## src/rtl/stopwatch_pkg.sv

```systemverilog
// Shared definitions for the stopwatch controller.
//   FIELD_W     : width of the minutes and seconds fields
//   MAX_VAL_DEF : default terminal value of both fields
//   state_t     : controller states
package stopwatch_pkg;

    localparam int FIELD_W     = 6;
    localparam int MAX_VAL_DEF = 59;

    typedef enum logic [1:0] {
        PAUSE  = 2'd0,
        RUN    = 2'd1,
        ADJUST = 2'd2
    } state_t;

endpackage

```

## src/rtl/mod_counter.sv

```systemverilog
// Modulo (MAX_VAL+1) counter for one stopwatch field.
// Ports:
//   clk   : clock
//   rst   : synchronous active-high reset, value -> 0
//   inc   : advance by one, wrapping MAX_VAL to 0
//   clr   : zero the field; wins over inc
//   value : registered field value
//   carry : combinational, high when inc is applied at MAX_VAL
module mod_counter
    import stopwatch_pkg::*;
#(
    parameter int MAX_VAL = MAX_VAL_DEF
) (
    input  logic               clk,
    input  logic               rst,
    input  logic               inc,
    input  logic               clr,
    output logic [FIELD_W-1:0] value,
    output logic               carry
);

    localparam logic [FIELD_W-1:0] TERM = FIELD_W'(MAX_VAL);

    logic [FIELD_W-1:0] value_q;
    logic [FIELD_W-1:0] value_d;
    logic               at_term;

    assign at_term = (value_q == TERM);
    assign carry   = inc && at_term;

    always_comb begin
        value_d = value_q;
        if (clr) begin
            value_d = '0;
        end else if (inc) begin
            value_d = at_term ? '0 : value_q + 1'b1;
        end
    end

    always_ff @(posedge clk) begin
        if (rst) begin
            value_q <= '0;
        end else begin
            value_q <= value_d;
        end
    end

    assign value = value_q;

endmodule

```

## src/rtl/stopwatch_ctrl.sv

```systemverilog
// Stopwatch controller: mm:ss counting, pause/resume, per-field adjust
// with blinking of the field being adjusted.
//
//   state  | meaning
//   -------+---------------------------------------------------------
//   PAUSE  | fields hold, ticks ignored
//   RUN    | tick_1hz advances seconds, carry into minutes
//   ADJUST | tick_2hz advances the field picked by sw_sel, no carry
//
// Ports:
//   clk_100MHz  : master clock
//   rst         : synchronous active-high reset
//   tick_1hz    : count enable (RUN)
//   tick_2hz    : adjust increment enable (ADJUST)
//   tick_blink  : blink phase toggle enable
//   pause_pulse : pause/resume request
//   clr_pulse   : zero both fields, any state
//   sw_adj      : level, high forces ADJUST
//   sw_sel      : level, 0 = minutes, 1 = seconds while adjusting
//   minutes     : minutes field
//   seconds     : seconds field
//   blank_min   : blank the minutes digits
//   blank_sec   : blank the seconds digits
//   running     : high in RUN
module stopwatch_ctrl
    import stopwatch_pkg::*;
#(
    parameter int MAX_VAL = MAX_VAL_DEF
) (
    input  logic               clk_100MHz,
    input  logic               rst,
    input  logic               tick_1hz,
    input  logic               tick_2hz,
    input  logic               tick_blink,
    input  logic               pause_pulse,
    input  logic               clr_pulse,
    input  logic               sw_adj,
    input  logic               sw_sel,
    output logic [FIELD_W-1:0] minutes,
    output logic [FIELD_W-1:0] seconds,
    output logic               blank_min,
    output logic               blank_sec,
    output logic               running
);

    state_t state_q, state_d;
    logic   blink_q, blink_d;
    logic   blank_min_q, blank_min_d;
    logic   blank_sec_q, blank_sec_d;
    logic   running_q, running_d;

    logic   sec_inc, min_inc, sec_carry, min_carry;
    logic   run_tick, adj_tick;

    // Counting is qualified by the current state, so a tick that coincides
    // with a state change is applied under the old state.
    assign run_tick = (state_q == RUN) && tick_1hz;
    assign adj_tick = (state_q == ADJUST) && tick_2hz;

    assign sec_inc  = run_tick || (adj_tick && sw_sel);
    assign min_inc  = (run_tick && sec_carry) || (adj_tick && !sw_sel);

    mod_counter #(.MAX_VAL(MAX_VAL)) u_sec (
        .clk   (clk_100MHz),
        .rst   (rst),
        .inc   (sec_inc),
        .clr   (clr_pulse),
        .value (seconds),
        .carry (sec_carry)
    );

    // Minute carry is dropped: 59:59 rolls over to 00:00.
    mod_counter #(.MAX_VAL(MAX_VAL)) u_min (
        .clk   (clk_100MHz),
        .rst   (rst),
        .inc   (min_inc),
        .clr   (clr_pulse),
        .value (minutes),
        .carry (min_carry)
    );

    always_comb begin
        state_d = state_q;
        if (sw_adj) begin
            state_d = ADJUST;
        end else begin
            unique case (state_q)
                PAUSE:   if (pause_pulse) state_d = RUN;
                RUN:     if (pause_pulse) state_d = PAUSE;
                ADJUST:  state_d = PAUSE;
                default: state_d = PAUSE;
            endcase
        end
    end

    always_comb begin
        blink_d = blink_q;
        if ((state_d == ADJUST) && (state_q != ADJUST)) begin
            blink_d = 1'b0;
        end else if (tick_blink) begin
            blink_d = ~blink_q;
        end
    end

    // Outputs are registered from next-state values so they line up with
    // state_q and the field registers on the same edge.
    always_comb begin
        running_d   = (state_d == RUN);
        blank_min_d = (state_d == ADJUST) && !sw_sel && blink_d;
        blank_sec_d = (state_d == ADJUST) &&  sw_sel && blink_d;
    end

    always_ff @(posedge clk_100MHz) begin
        if (rst) begin
            state_q     <= PAUSE;
            blink_q     <= 1'b0;
            blank_min_q <= 1'b0;
            blank_sec_q <= 1'b0;
            running_q   <= 1'b0;
        end else begin
            state_q     <= state_d;
            blink_q     <= blink_d;
            blank_min_q <= blank_min_d;
            blank_sec_q <= blank_sec_d;
            running_q   <= running_d;
        end
    end

    assign blank_min = blank_min_q;
    assign blank_sec = blank_sec_q;
    assign running   = running_q;

    logic unused_carry;
    assign unused_carry = min_carry;

endmodule

```

## config.mk

```make
export PLATFORM = sky130hd
export DESIGN_NAME = stopwatch_ctrl
export DESIGN_NICKNAME = d
export VERILOG_FILES = /design/src/rtl/stopwatch_pkg.sv /design/src/rtl/mod_counter.sv /design/src/rtl/stopwatch_ctrl.sv
export SDC_FILE = /design/constraint.sdc
export NUM_CORES = 1
export LEC_CHECK = 0
export ABC_CLOCK_PERIOD_IN_PS = 7200
export CAP_MARGIN = 20
export CORE_MARGIN = 2
export CORE_UTILIZATION = 40
export CTS_CLUSTER_DIAMETER = 120
export DETAILED_ROUTE_END_ITERATION = 6
export PLACE_DENSITY = 0.67
export SYNTH_ARGS = -nofsm -noshare
export SYNTH_HDL_FRONTEND = slang
export SYNTH_HIERARCHICAL = 1
export SYNTH_SLANG_ARGS = --single-unit
```

## constraint.sdc

```tcl
create_clock -name clk_100MHz -period 7.2 [get_ports clk_100MHz]
set_clock_uncertainty 0.05 [all_clocks]
set_input_delay 1.44 -clock clk_100MHz [delete_from_list [all_inputs] [get_ports clk_100MHz]]
set_output_delay 1.44 -clock clk_100MHz [all_outputs]
set_load 0.05 [all_outputs]
```

==> impl_summary.txt, run 1 <==
----------------------------------------------------
[Run status]
  Run status ... finished clean

[Drt]
  Detailed-route DRC error count ... 0
  WL final ... between 1500 and 2000 um
  Total iterations of the first detailed-routing run ... 4
  Total vias in the final route ... ~680
  Routed len/inst ... ~12 um
  First-iteration detailed-routing DRC count ... 14
  Via density per instance ... about 5.1
  ANT nets after route ... 0

[Pwr]
  Combinational share of power ... under 10%
  Overall power of the completed layout ... between 0.15 and 0.2 mW
  Cell internal power dissipation ... roughly 0.13 mW
  Peak supply drop ... around 110 uV
  Pwr dens ... between 150 and 200 nW/um2
  Leakage ... approximately 0.35 nW
  Clk network pwr share ... between 20% and 30%
  Switching share of total power ... 23.28%
  Part of the power in registers ... about 60%
  Net switching power of the design ... between 0.03 and 0.04 mW

[Yosys]
  Synthesized instance count ... just under 80
  Post-Synthesis Mean Instance Area ... between 10 and 15 um2
  Total number of yosys warnings ... 6
  Syn_nets ... 90
  Synthesized cell area ... about 790 um2

[Floorplanning]
  Starting Density ... between 40% and 50%
  I/O pin total ... 24
  Die outline height ... ~49 um
  Full die area ... 2355 um2
  Num rows ... 16
  Die width ... slightly below 50 um
  Core footprint ... slightly below 2000 um2

[Clock network]
  Sinks on the clock net ... 18
  Resized cells post-CTS ... 0
  CTS tree ... yes
  Cts hold-fix bufs ... 0
  Total clock buffers created by CTS ... 3
  # H-tree levels ... 1
  Max Buffers Root-to-Sink ... 2
  Root buf cell ... clkbuf_4
  Reg clk slew, reported paths ... about 0.090 ns
  Worst skew pair latency ... approximately 0.29 ns
  Post-CTS setup buffer count ... 0

[Layout]
  Area of the multi-input gates ... between 400 and 500 um2
  Register cell area after layout ... between 300 and 400 um2
  Fillers ... between 150 and 200
  Final Non-Filler Cells ... between 100 and 150
  Diode insertion count for antenna repair ... 0
  Post-synthesis to final-layout area growth ... 36.12%
  Finished Core Util ... between 50% and 60%
  Area of all placed cells without fillers ... between 1000 and 1500 um2
  Layout cells sized above 1 ... under 10%
  Layout net count ... approximately 120

[Min path]
  Type of the worst min-delay path ... reg -> reg
  HP Start ... u_min/value[5]

[Setup path]
  Launching element type of the critical path ... input port
  Startpoint of the worst setup timing path ... sw_sel
  Highest cell delay on the worst timing path ... about 0.6 ns
  Cell with the largest stage delay on the worst path ... o21ai_0
  R2R Path Start ... state_q[1]
  Worst Path Required ... 7.38 ns
  Critical path fanouts, max ... 6
  Classification of the worst setup path ... in -> reg
  Critical path data arrival time ... a little over 4 ns
  Capturing element type of the critical path ... register
  Ordered list of cells on the worst path ... clkdlybuf4s50_1 -> nand3_1 -> o21ai_0 -> nand2_1 -> nor2_1 -> nand4b_1 -> o31ai_1 -> nand4_2 -> or3_1 -> a21oi_2

[Timing]
  Final Max Slew Viols ... 0
  Final Hold Slack ... ~0.49 ns
  Transition time of the tightest slew-check pin ... between 0.7 and 0.8 ns
  TNS Setup ... 0 ns
  Min cycle time layout ... between 3 and 4 ns
  Setup ws final ... 3.308 ns
  Final Hold Fails ... 0
  Setup repair after global routing missed its margin ... false
  Worst max-slew margin expressed relative to the limit ... about half
  Final critical-path share of the clock period ... ~54%
  Upper clock frequency limit ... about 260 MHz
  Number of failing setup endpoints in the final timing report ... 0

[GRT]
  Largest net degree at the start of global routing ... 13
  Wire length of the first global-routing pass ... 2684 um
  All-Layer GR Usage ... approximately 15%
  Gr ovfl total ... 0
  Vias in the first global route ... 631
  Number of antenna violations at the first check in global routing ... 0

[Place]
  Final RePlAce weighted congestion ... around 0.74
  Detailed placement HPWL ... ~1200 um
  Dpl ws ... just over 3 ns
  Post-DP Area ... 1057 um2
  Placed Cells incl. Taps ... 129
  IO buf count ... 23

[Run]
  Total of max-cap violations ... 0

----------------------------------------------------
## registers in the layout, summed over array words and instances (netlist names)
signal and cells:
u_min/value 6, blink_q 1, blank_sec 1, blank_min 1, u_sec/value 6, state_q 2
running 1
## metal layers
| metal | global-route usage [%] | wire [um] |
|---|---|---|
| met2 | 23.38 | 704 |
| met5 | 0 | 0 |
| met4 | 10.00 | 35 |
| met3 | 4.321 | 71 |
| met1 | 17.77 | 725 |
## critical path, delay by kind of cell
family | cells | cell delay, ns
AND/OR/NAND/NOR | 6 | 1.15
AO/OA/AOI/OAI | 3 | 0.95
buffers and inverters | 1 | 0.52
## cell type report
cell class / count / share of cell area [%]
flip-flops and latches: 18 / 33.37
well taps: 27 / 3.129
repair buffers: 23 / 21.32
clock buffers: 3 / 2.086
multi-input cells: 61 / 40.09
## path summary, 6_finish.rpt
check,to,slack [ns],depth (start not counted)
max,u_min/value[5],3.31,10
min reg2reg,u_min/value[5],0.49,2
min,u_min/value[5],0.49,2
max reg2reg,u_min/value[5],4.53,9
## power groups by stage
stage	Clock, mW	Combinational (mW)	Sequential (mW)
after global routing	0.0578	0.0177	0.103
final	0.0484	0.0164	0.103
after CTS	0.0510	0.0166	0.103
after floorplan	0	0.00584	0.107
after detailed placement	0	0.0165	0.105
after global placement	0	0.0164	0.105
## cells in the final DEF (no fill, tap or decap), drive strengths merged, types with 2 or more instances in the layout
master / instances
and4: 2
mux2i: 4
nand4b: 3
ha: 2
dfxtp: 18
o2111ai: 2
nor3: 4
nand2: 5
o21ai: 5
nand4: 2
nor4: 3
nor2: 9
a21oi: 2
xor2: 4
or3: 2
clkdlybuf4s50: 23
xnor2: 4
clkbuf: 3
nand3b: 2
(Power assumes the default switching activity.)
==> run 2: changes to the inputs <==
--- a/config.mk
+++ b/config.mk
@@ -5,13 +5,13 @@
 export SDC_FILE = /design/constraint.sdc
 export NUM_CORES = 1
 export LEC_CHECK = 0
-export ABC_CLOCK_PERIOD_IN_PS = 7200
+export ABC_CLOCK_PERIOD_IN_PS = 3350
 export CAP_MARGIN = 20
 export CORE_MARGIN = 2
 export CORE_UTILIZATION = 40
 export CTS_CLUSTER_DIAMETER = 120
 export DETAILED_ROUTE_END_ITERATION = 6
-export PLACE_DENSITY = 0.67
+export PLACE_DENSITY = 0.69
 export SYNTH_ARGS = -nofsm -noshare
 export SYNTH_HDL_FRONTEND = slang
 export SYNTH_HIERARCHICAL = 1
==> constraint.sdc (replaced) <==
create_clock -name clk_100MHz -period 3.35 [get_ports clk_100MHz]
set_clock_uncertainty 0.05 [all_clocks]
set_input_delay 0.67 -clock clk_100MHz [delete_from_list [all_inputs] [get_ports clk_100MHz]]
set_output_delay 0.67 -clock clk_100MHz [all_outputs]
set_load 0.05 [all_outputs]
==> impl_summary.txt, run 2 (synthesis gave the netlist of run 1 again) <==
----------------------------------------------------
[Run status]
  Run status ... finished clean (unchanged)

[Pwr]
  Peak supply drop ... 239.0 uV (was 114.2 uV)
  Pwr dens ... 331.4 nW/um2 (was 155.0 nW/um2)
  Part of the power in registers ... 61.2% (was 61.3%)
  Switching share of total power ... 23.26% (was 23.28%)
  Overall power of the completed layout ... 0.3604 mW (was 0.1674 mW)
  Combinational share of power ... 9.9% (was 9.8%)
  Net switching power of the design ... 0.08383 mW (was 0.03896 mW)
  Leakage ... 0.3581 nW (was 0.3528 nW)
  Clk network pwr share ... 28.9% (about the same)
  Cell internal power dissipation ... 0.2765 mW (was 0.1284 mW)

[Drt]
  WL final ... 1498 um (was 1537 um)
  Routed len/inst ... 11.26 um (was 11.64 um)
  Total iterations of the first detailed-routing run ... 4 (unchanged)
  Total vias in the final route ... 681 (was 679)
  First-iteration detailed-routing DRC count ... 6 (was 14)
  ANT nets after route ... 0 (unchanged)
  Via density per instance ... 5.120 (was 5.144)
  Detailed-route DRC error count ... 0 (unchanged)

[Setup path]
  Register-to-Register Setup Slack ... 1.19 ns (was 4.53 ns)
  Destination of the critical timing path ... u_min/value[5] (unchanged)
  Startpoint of the worst setup timing path ... sw_sel (unchanged)
  Capture point of the worst reg-to-reg path ... u_min/value[5] (unchanged)
  Classification of the worst setup path ... in -> reg (unchanged)
  Critical path fanouts, max ... 6 (unchanged)
  Critical path data arrival time ... 2.76 ns (was 4.07 ns)
  Capturing element type of the critical path ... register (unchanged)
  Worst Path Required ... 3.53 ns (was 7.38 ns)
  Launching element type of the critical path ... input port (unchanged)
  Number of cells traversed by the worst register-to-register path ... 9 (unchanged)
  R2R Path Start ... state_q[1] (unchanged)

[Layout]
  Layout cells sized above 1 ... 10.38% (was 9.524%)
  Leading cell type in the layout, fill and taps excluded ... clkdlybuf4s50_1 (unchanged)
  Layout net count ... 119 (was 118)
  Leading cell types in the layout, fill and taps excluded ... 23 x clkdlybuf4s50_1, 18 x dfxtp_1, 9 x nor2_1 (unchanged)
  Diode insertion count for antenna repair ... 0 (unchanged)
  Fillers ... 180 (was 186)
  Finished Core Util ... 56.58% (was 56.18%)
  Register cell area after layout ... 360.3 um2 (unchanged)
  Area of the multi-input gates ... 432.9 um2 (unchanged)
  Post-synthesis to final-layout area growth ... 37.07% (was 36.12%)

[Place]
  Final RePlAce weighted congestion ... 0.7651 (was 0.7425)
  IO buf count ... 23 (unchanged)
  Detailed placement HPWL ... 1151 um (was 1190 um)

[Clock network]
  Root buf cell ... clkbuf_4 (unchanged)
  # H-tree levels ... 1 (unchanged)
  Sinks on the clock net ... 18 (unchanged)
  Post-CTS setup buffer count ... 0 (unchanged)
  Total clock buffers created by CTS ... 3 (unchanged)
  Resized cells post-CTS ... 0 (unchanged)
  Cts hold-fix bufs ... 0 (unchanged)
  Reg clk slew, reported paths ... 0.10 ns (was 0.09 ns)
  Worst skew pair latency ... 0.29 ns (about the same)
  Max Buffers Root-to-Sink ... 2 (unchanged)
  CTS tree ... yes (unchanged)

[Floorplanning]
  Starting Density ... 41.28% (unchanged)
  Die width ... 48.53 um (unchanged)
  I/O pin total ... 24 (unchanged)
  Core footprint ... 1922 um2 (unchanged)
  Full die area ... 2355 um2 (unchanged)
  Die outline height ... 48.53 um (unchanged)
  Num rows ... 16 (unchanged)

[Timing]
  Number of failing setup endpoints in the final timing report ... 0 (unchanged)
  Upper clock frequency limit ... 386.7 MHz
  Final Max Slew Viols ... 0 (unchanged)
  TNS Setup ... 0 ns (unchanged)
  Transition time of the tightest slew-check pin ... 0.7702 ns (was 0.7689 ns)
  Final Hold Fails ... 0 (unchanged)
  Worst max-slew margin expressed relative to the limit ... 48.21% (was 48.31%)
  Min cycle time layout ... 2.586 ns
  Final critical-path share of the clock period ... between 70 and 80%
  Setup repair after global routing missed its margin ... false (unchanged)

[GRT]
  Number of antenna violations at the first check in global routing ... 0 (unchanged)
  Largest net degree at the start of global routing ... 13 (unchanged)
  Wire length of the first global-routing pass ... 2484 um (was 2684 um)
  All-Layer GR Usage ... 13.49% (was 14.93%)
  Vias in the first global route ... 586 (was 631)
  Gr ovfl total ... 0 (unchanged)

[Run]
  Total of max-cap violations ... 0 (unchanged)

[Min path]
  Type of the worst min-delay path ... reg -> reg (unchanged)

----------------------------------------------------
run 2: cell count changes in the layout (fill, tap and decap cells not counted):
cell   change
buf_4      +1
run 2: worst min-delay path by stage:
stage,start,cells after the start,end
after floorplan,state_q[1],1,running
after global placement,u_sec/value[5],2,u_sec/value[5]
after detailed placement,u_sec/value[5],2,u_sec/value[5]
after CTS,u_sec/value[5],2,u_sec/value[5]
after global routing,u_min/value[5],2,u_min/value[5]
final,u_sec/value[5],2,u_sec/value[5]
run 2: area by class of cell:
cell class / instances / share of cell area (%)
sequential: 18 / 33.14
multi-input combinational: 61 / 39.82
tap: 27 / 3.107
clock buffer: 3 / 2.071
timing repair buffer: 24 / 21.86
run 2: critical path, stage by stage:
cell and delay [ns]:
clkdlybuf4s50_1 0.51, nand3_1 0.09, o21ai_0 0.22, nand2_1 0.14, nor2_1 0.12, nand4b_1 0.10
o31ai_1 0.21, nand4_2 0.20, or3_1 0.38, a21oi_2 0.13
run 2: stage by stage:
step / hold slack, ns / worst slack (ns) / cell area (um2) / std cells
2_1_floorplan: 0.4573 / 0.7420 / 793.3 / 79
3_3_place_gp: 0.4727 / 0.5025 / 1065 / 130
3_5_place_dp: 0.4894 / 0.4576 / 1065 / 130
4_1_cts: 0.4993 / 0.7597 / 1087 / 133
5_1_grt: 0.5276 / 0.5202 / 1087 / 133
6_report: 0.4984 / 0.7641 / 1087 / 133
run 2: power groups by stage:
stage	clock network, mW	registers, mW	logic (mW)
floorplan	0	0.229	0.0125
global placement	0	0.225	0.0358
detailed placement	0	0.225	0.0361
CTS	0.107	0.220	0.0362
global route	0.120	0.221	0.0391
finish	0.104	0.220	0.0358
run 2: metal layers:
layer,track usage (%),wire length [um]
met5,0,0
met4,7.143,12
met3,4.012,73
met2,21.30,705
met1,16.60,707
